## src/rtl/mmio_uart_tx.sv

```systemverilog
`default_nettype none
// ============================================================================
//  Module   : mmio_uart_tx
//  Purpose  : Memory-mapped 8N1 UART transmitter with a byte TX FIFO.
//             TXDATA (BASE+0) pushes a byte, STATUS (BASE+4) reports
//             full/busy/empty/overflow/count and clears overflow (W1C).
//  Revision : 1.0 - initial release
// ============================================================================
module mmio_uart_tx #(
  parameter logic [31:0] BASE_ADDR    = 32'h0000_1000,
  parameter int          CLKS_PER_BIT = 868,
  parameter int          FIFO_DEPTH   = 8
) (
  input  logic        clk,
  input  logic        reset,
  input  logic [3:0]  memWMask,
  input  logic [31:0] addr,
  input  logic [31:0] memWdata,
  output logic [31:0] memRdata,
  output logic        tx,
  output logic        busy
);

  localparam int PTR_W  = $clog2(FIFO_DEPTH);
  localparam int CNT_W  = PTR_W + 1;
  localparam int BAUD_W = $clog2(CLKS_PER_BIT);

  localparam logic [31:0]       STATUS_ADDR = BASE_ADDR + 32'd4;
  localparam logic [CNT_W-1:0]  DEPTH_CNT   = CNT_W'(FIFO_DEPTH);
  localparam logic [BAUD_W-1:0] BAUD_LAST   = BAUD_W'(CLKS_PER_BIT - 1);
  localparam logic [PTR_W-1:0]  PTR_ONE     = PTR_W'(1);
  localparam logic [CNT_W-1:0]  CNT_ONE     = CNT_W'(1);

  typedef enum logic [1:0] {
    IDLE  = 2'd0,
    START = 2'd1,
    DATA  = 2'd2,
    STOP  = 2'd3
  } state_t;

  state_t            state;
  logic [BAUD_W-1:0] baud_cnt;
  logic [2:0]        bit_idx;
  logic [7:0]        shifter;

  logic [7:0]        fifo_mem [FIFO_DEPTH];
  logic [PTR_W-1:0]  rd_ptr;
  logic [PTR_W-1:0]  wr_ptr;
  logic [CNT_W-1:0]  count;
  logic              overflow;

  logic full;
  logic empty;
  logic hit_tx;
  logic hit_status;
  logic wr_tx;
  logic push;
  logic drop;
  logic clr_ovf;
  logic bit_done;
  logic pop;

  // Only the low data byte and mask bit 0 carry meaning on this bus.
  logic unused_bits;
  assign unused_bits = ^{memWMask[3:1], memWdata[31:8]};

  assign full       = (count == DEPTH_CNT);
  assign empty      = (count == '0);
  assign hit_tx     = (addr == BASE_ADDR);
  assign hit_status = (addr == STATUS_ADDR);
  assign wr_tx      = hit_tx & memWMask[0];
  // Fullness is judged on the pre-edge count, so a same-cycle pop does not
  // rescue a store that arrives while the FIFO is full.
  assign push       = wr_tx & ~full;
  assign drop       = wr_tx & full;
  assign clr_ovf    = hit_status & memWMask[0] & memWdata[3];
  assign bit_done   = (baud_cnt == BAUD_LAST);
  // The FSM takes the head byte from IDLE, or at the end of STOP so that
  // back-to-back frames have no idle gap.
  assign pop        = ~empty & ((state == IDLE) | ((state == STOP) & bit_done));
  assign busy       = (state != IDLE) | ~empty;

  // FIFO storage: written only on an accepted push, so no reset is needed.
  always_ff @(posedge clk) begin
    if (push) begin
      fifo_mem[wr_ptr] <= memWdata[7:0];
    end
  end

  // FIFO pointers, occupancy count and sticky overflow flag.
  always_ff @(posedge clk) begin
    if (reset) begin
      rd_ptr   <= '0;
      wr_ptr   <= '0;
      count    <= '0;
      overflow <= 1'b0;
    end else begin
      if (push) begin
        wr_ptr <= wr_ptr + PTR_ONE;
      end
      if (pop) begin
        rd_ptr <= rd_ptr + PTR_ONE;
      end
      if (push && !pop) begin
        count <= count + CNT_ONE;
      end else if (pop && !push) begin
        count <= count - CNT_ONE;
      end
      // A new overflow outranks a clear arriving on the same edge.
      if (drop) begin
        overflow <= 1'b1;
      end else if (clr_ovf) begin
        overflow <= 1'b0;
      end
    end
  end

  // Transmit FSM: baud timing, bit serialisation and the registered line.
  always_ff @(posedge clk) begin
    if (reset) begin
      state    <= IDLE;
      baud_cnt <= '0;
      bit_idx  <= 3'd0;
      shifter  <= 8'd0;
      tx       <= 1'b1;
    end else begin
      case (state)
        IDLE: begin
          baud_cnt <= '0;
          tx       <= 1'b1;
          if (!empty) begin
            state   <= START;
            shifter <= fifo_mem[rd_ptr];
            tx      <= 1'b0;
          end
        end
        START: begin
          if (bit_done) begin
            state    <= DATA;
            baud_cnt <= '0;
            bit_idx  <= 3'd0;
            tx       <= shifter[0];
          end else begin
            baud_cnt <= baud_cnt + 1'b1;
          end
        end
        DATA: begin
          if (bit_done) begin
            baud_cnt <= '0;
            if (bit_idx == 3'd7) begin
              state <= STOP;
              tx    <= 1'b1;
            end else begin
              shifter <= shifter >> 1;
              tx      <= shifter[1];
              bit_idx <= bit_idx + 3'd1;
            end
          end else begin
            baud_cnt <= baud_cnt + 1'b1;
          end
        end
        STOP: begin
          if (bit_done) begin
            baud_cnt <= '0;
            if (!empty) begin
              state   <= START;
              shifter <= fifo_mem[rd_ptr];
              tx      <= 1'b0;
            end else begin
              state <= IDLE;
              tx    <= 1'b1;
            end
          end else begin
            baud_cnt <= baud_cnt + 1'b1;
          end
        end
        default: begin
          state    <= IDLE;
          baud_cnt <= '0;
          tx       <= 1'b1;
        end
      endcase
    end
  end

  // Combinational read mux; TXDATA and undecoded addresses read as zero.
  always_comb begin
    memRdata = 32'h0;
    if (hit_status) begin
      memRdata = {16'h0, 8'(count), 4'h0, overflow, empty, busy, full};
    end
  end

endmodule
`default_nettype wire
```

## config.mk

```make
export PLATFORM = sky130hd
export DESIGN_NAME = mmio_uart_tx
export DESIGN_NICKNAME = d
export VERILOG_FILES = /design/src/rtl/mmio_uart_tx.sv
export SDC_FILE = /design/constraint.sdc
export NUM_CORES = 1
export LEC_CHECK = 0
export CORE_UTILIZATION = 54
export DETAILED_ROUTE_END_ITERATION = 6
export HOLD_SLACK_MARGIN = 0.06
export PLACE_DENSITY = 0.85
export SLEW_MARGIN = 20
export SYNTH_ARGS = -nofsm -noshare
export SYNTH_HDL_FRONTEND = slang
export SYNTH_SLANG_ARGS = --single-unit
```

## constraint.sdc

```tcl
create_clock -name clk -period 7.5 [get_ports clk]
set_clock_uncertainty 0.15 [all_clocks]
set_input_delay 1.125 -clock clk [delete_from_list [all_inputs] [get_ports clk]]
set_output_delay 1.125 -clock clk [all_outputs]
set_load 0.005 [all_outputs]
```

Yosys cells after proc, flatten, opt, wreduce, memory -nomap -nowiden

Memories as Yosys holds them, arrays and structs flattened. A register that Yosys moved wholly into a read port is not among the register bits.
Cells that the tools add are included.

Memory bits (writable): 64
Output and inout port bits: 34
Flip-flop bits (word level): 35
Memories kept: 1
Input port bits: 70
Logic and storage cells: 90

Mux-type cells: 33
Equality and inequality tests: 14
Add/subtract/negate cells: 6
Bitwise operators: 11
Reduce and logical (&&, ||, !) cells: 16

Memory list:

| memory   | words | width | rd ports | clocked after Yosys merged registers in | wr ports | line | RTL |
|---|---|---|---|---|---|---|---|
| fifo_mem | 8     | 8     | 1        | 1                                       | 1        | 46   | `logic [7:0] fifo_mem [FIFO_DEPTH];` |

Operators by type and width:

| kind                    | number |
|---|---|
| $eq A32 B13 Y1 const B  | 2 |
| $mux W8                 | 4 |
| $pmux W8 S3             | 1 |
| $pmux W10 S2            | 1 |
| $mux W3                 | 5 |
| $mux W12                | 1 |
| $ne A2 B2 Y1 const B    | 6 |
| $add A10 B1 Y10 const B | 1 |
| $eq A10 B10 Y1 const B  | 1 |
| $mux W1                 | 10 |
| $mux W10                | 1 |
| $mux W2                 | 5 |
| $add A3 B1 Y3 const B   | 3 |
| $mux W4                 | 2 |
| $pmux W2 S4             | 1 |
| $reduce_and A4 Y1       | 2 |
| $reduce_bool A2 Y1      | 4 |
| $and A1 B1 Y1           | 7 |
| $pmux W3 S2             | 1 |
| $reduce_and A5 Y1       | 1 |
| $add A4 B1 Y4 const B   | 1 |
| $eq A2 B2 Y1 const B    | 2 |
| $eq A4 B4 Y1 const B    | 1 |
| $logic_not A4 Y1        | 1 |
| 12 further kinds        | 16 |

Depth between registers and ports, before layout

Depth after elaboration: 7
Depth in mapped cells: 13

Worst setup path before layout

OpenSTA, ideal clock, no wires.

Kind: in2reg
Start point: in addr[13]
End point: reg count[3]
Library setup time: 0.070 ns
Stages: 12
Arrival time: 3.197 ns
Slack: 4.082 ns
Data required time: 7.280 ns
Cell sequence: nor4b_1 > and4_1 > nand4_1 > inv_1 > ha_1 > inv_1 > ha_1 > a21o_1 > a21oi_1 > xnor2_1 > or3_1 > a21oi_1

Cells in the longest elaborated chain, start to end: 6
Elaborated cells on any way between the ends: 8
Those cells by class: eq/ne (1); mux (1); bitwise (2); reduce/logical (4)

Ends and longest elaborated chain:

| element                      | line | RTL |
|---|---|---|
| from (decl)                  | 17   | `input logic [31:0] addr,` |
| $eq A32 B13 Y1 *             | 69   | `assign hit_tx = (addr == BASE_ADDR);` |
| $and A1 B1 Y1 *              | 71   | `assign wr_tx = hit_tx & memWMask[0];` |
| $and A1 B1 Y1 *              | 74   | `assign push = wr_tx & ~full;` |
| named net push               | 57   | `logic push;` |
| $logic_not A1 Y1             | 106  | `end else if (pop && !push) begin` |
| $logic_and A1 B1 Y1          | 106  |  |
| $reduce_bool A2 Y1 (no line) | --   |  |
| to (signal assigned)         | 105  | `count <= count + CNT_ONE;` |
| to (signal assigned)         | 107  | `count <= count - CNT_ONE;` |
| to (decl)                    | 49   | `logic [CNT_W-1:0] count;` |

The timed path passes the listed nets; every way through them passes the cells marked *.
A chain may end at the register's enable or synchronous reset.

Worst setup path after layout

Start point: in addr[17]
End point: out memRdata[3]

Cells in the longest elaborated chain, start to end: 2

Ends and longest elaborated chain:

| element        | line | RTL |
|---|---|---|
| $eq A32 B13 Y1 | 70   | `assign hit_status = (addr == STATUS_ADDR);` |
| $mux W12       | 189  | `if (hit_status) begin` |
| to (decl)      | 19   | `output logic [31:0] memRdata,` |

No other way between the ends.

==> results.sh <==
export IMPL_grt_max_degree=37
export IMPL_antenna_found_initial=0
export IMPL_finalMaxSlewViolations=0
export IMPL_fin_crit_sh=0.590
export IMPL_pwr_share_clk=0.223
export IMPL_seqPwrFrac=0.492
export IMPL_yosysWarnings=0
export IMPL_wire_per_inst_um=15.9
export IMPL_rsz0062_at_grt="no"
export IMPL_gp_congestion=0.816
export IMPL_final_common_cell="edfxtp_1"
export IMPL_tightest_slew_ps=991
export IMPL_syn_cell_area_um2=4670
export IMPL_layout_common_cells="64 x edfxtp_1, 52 x clkdlybuf4s50_1, 38 x dfxtp_1, 34 x nor2_1, 24 x conb_1"
export IMPL_die_h_um=95.0
export IMPL_place_port_buffers=52
export IMPL_cp_data_arrival_time_ps=3150
export IMPL_post_synth_num_cell_types=49
export IMPL_p_int_mw=0.992
export IMPL_powerDensity_nw_per_um2=270
export IMPL_cts_setup_buffers=0
export IMPL_synth_seq_cells=102
export IMPL_postCtsHoldBufs=0
export IMPL_ys_seq_area_frac=0.574
export IMPL_crit_family="simple AND/OR/NAND/NOR gates"
export IMPL_path_clk_slew_ps=90
export IMPL_grt_pass1_wl_um=13800
export IMPL_io_pins=104
export IMPL_nets=500
export IMPL_status="finished clean"
export IMPL_synth_cells=365
export IMPL_slowest_delay_ps=500
export IMPL_clockRootBuffer="clkbuf_8"
export IMPL_hold_ws_ps=324
export IMPL_switchingPower_mw=0.459
export IMPL_cts_sinks=102
export IMPL_detail_route_antenna_nets=0
export IMPL_path_class="primary input to output pin"
export IMPL_avgSynthCellArea_um2=12.8
export IMPL_first_global_vias=2911
export IMPL_dr_total_vias=2944
export IMPL_p_leak_nw=1.87
export IMPL_slew_headroom=0.338
export IMPL_pwr_share_comb=0.285
export IMPL_endpoint_kind="output pin"
export IMPL_hpwlAfterDp_um=5920
export IMPL_dpl_cell_area_um2=5190
export IMPL_hold_violations=0
export IMPL_crit_chain="clkdlybuf4s50_1, nor4_1, and4_1, and2_1, and3_1, clkdlybuf4s50_1"
export IMPL_drc=0
export IMPL_cts_buffers=9
export IMPL_htreeDepth=3
export IMPL_cts_tree="built"
export IMPL_synth_top_area_frac=0.412
export IMPL_syn2layout_area_growth_pct=15.1
export IMPL_drt_first_pass_iters=4
export IMPL_via_per_inst=5.61
export IMPL_cp_max_fo=10
export IMPL_diodes=0
export IMPL_min_period_ps=4420
export IMPL_hp_class="flip-flop to flip-flop"
export IMPL_timing_critical_path_required_ps=6220
export IMPL_yosysTopAreaCell="edfxtp_1"
export IMPL_slowest_stage="clkdlybuf4s50_1"
export IMPL_die_area_um2=9020
export IMPL_cts_resized=0
export IMPL_grt_overflow=0
export IMPL_post_route_util=0.648
export IMPL_peakVddDrop_uv=177
export IMPL_core_area_um2=8300
export IMPL_clockBufferDepth=2
export IMPL_drt_total_wl_um=8370
export IMPL_first_iter_violations=127
export IMPL_cp_num_buf_inv=2
export IMPL_crit_top_cell="clkdlybuf4s50_1"
export IMPL_start_util=0.563
export IMPL_startpoint_type="primary input"
export IMPL_final_layout_size_suffix_gt1_frac=0.100
export IMPL_clk_latency_ps=360
export IMPL_rows=33
export IMPL_ys_top_cells_by_area="edfxtp_1 41%, dfxtp_1 16%, mux4_2 7.7%"
export IMPL_post_route_cell_area_um2=5370
export IMPL_die_w_um=95.0
export IMPL_drv_cap=0
export IMPL_grt_usage=0.208
export IMPL_layout_filler_cells=594
export IMPL_max_freq_mhz=226
export IMPL_tns_ps=0
export IMPL_switching_share=0.317
export IMPL_finalSetupViolCount=0
==> sequential cells by signal (all words and copies together), names as in the netlist, named ones only <==
name	count
fifo_mem	64
rd_ptr	3
shifter	8
state	2
count	4
baud_cnt	10
tx	1
bit_idx	3
overflow	1
wr_ptr	3
==> power by group through the flow <==
stage	logic (mW)	clock network [mW]	registers (mW)
after floorplan	0.346	0	0.687
after global placement	0.397	0	0.725
after detailed placement	0.412	0	0.726
after CTS	0.416	0.333	0.715
after global routing	0.459	0.354	0.724
final	0.413	0.324	0.714
==> worst reg2reg max path: stages, from the launching register on <==
cell and delay (ps):
dfxtp_1 400, nor4_2 680, nor2_1 220, inv_1 110, ha_1 180, inv_1 90
ha_1 280, a21o_1 170, a21oi_1 160, xnor2_1 90, or3_1 300, a21oi_1 150
==> per-layer routing <==
layer,GRT usage,share of wire,up-vias
li1,-,-,1401
met4,0.0770,0.013,0
met2,0.359,0.52,94
met5,0,0,-
met3,0.0499,0.048,10
met1,0.253,0.42,1439
==> cell type report <==
class | count | area, um^2 | area share
clock buffers | 9 | 124 | 0.0231
clock inverters | 7 | 60.1 | 0.0112
inverters | 17 | 63.8 | 0.0119
multi-input cells | 230 | 1770 | 0.329
flip-flops and latches | 102 | 2680 | 0.499
well taps | 105 | 131 | 0.0244
repair buffers | 55 | 543 | 0.101
==> worst paths after layout <==
path / to / cells past startpoint / from / slack (ps)
worst max-delay path: memRdata[3] / 6 / addr[17] / 3080
worst min-delay path: baud_cnt[0] / 1 / baud_cnt[0] / 320
worst max register to register: count[3] / 11 / count[0] / 4450
worst min register to register: baud_cnt[0] / 1 / baud_cnt[0] / 320
==> synthesized netlist by cell type (all sizes together) <==
cell / count
mux4: 16
a221o: 1
nand3: 5
and4: 3
or2: 2
a41oi: 1
a31oi: 1
a21o: 1
nand2b: 13
o21bai: 1
fa: 1
mux2i: 12
xor2: 3
buf: 27
a211o: 1
conb: 1
nor3: 5
inv: 17
or3b: 1
o21ai: 6
dfxtp: 38
nand4: 2
clkbuf: 12
a211oi: 1
or3: 3
and2: 3
edfxtp: 64
nor2b: 1
nor4: 9
a22oi: 1
o31ai: 1
xnor2: 11
and4bb: 1
nand2: 10
nor3b: 2
a311o: 1
nor4b: 2
o32ai: 2
nor2: 34
o221ai: 7
and3: 11
ha: 14
a2111oi: 1
a21oi: 16
==> per-stage QoR <==
stage / power, mW / setup WS [ps] / std cells
6_report: 1.45 / 3080 / 525
3_5_place_dp: 1.14 / 3090 / 509
4_1_cts: 1.46 / 3090 / 525
5_1_grt: 1.54 / 3030 / 525
2_1_floorplan: 1.03 / 4080 / 388
3_3_place_gp: 1.12 / 3230 / 509
==> cells by family (layout without fill, tap and decap cells) <==
logic type	count (synthesis)	in the layout	synth area share
fa+ha+maj	15	15	0.0418
flops	102	102	0.574
compound gates	42	42	0.0624
mux	28	28	0.103
other cells	1	24	0.000803
xor+xnor	14	14	0.0263
simple gates	107	107	0.126
buf+inv	56	88	0.0651
Note: power is estimated with default switching activity, not from simulation.
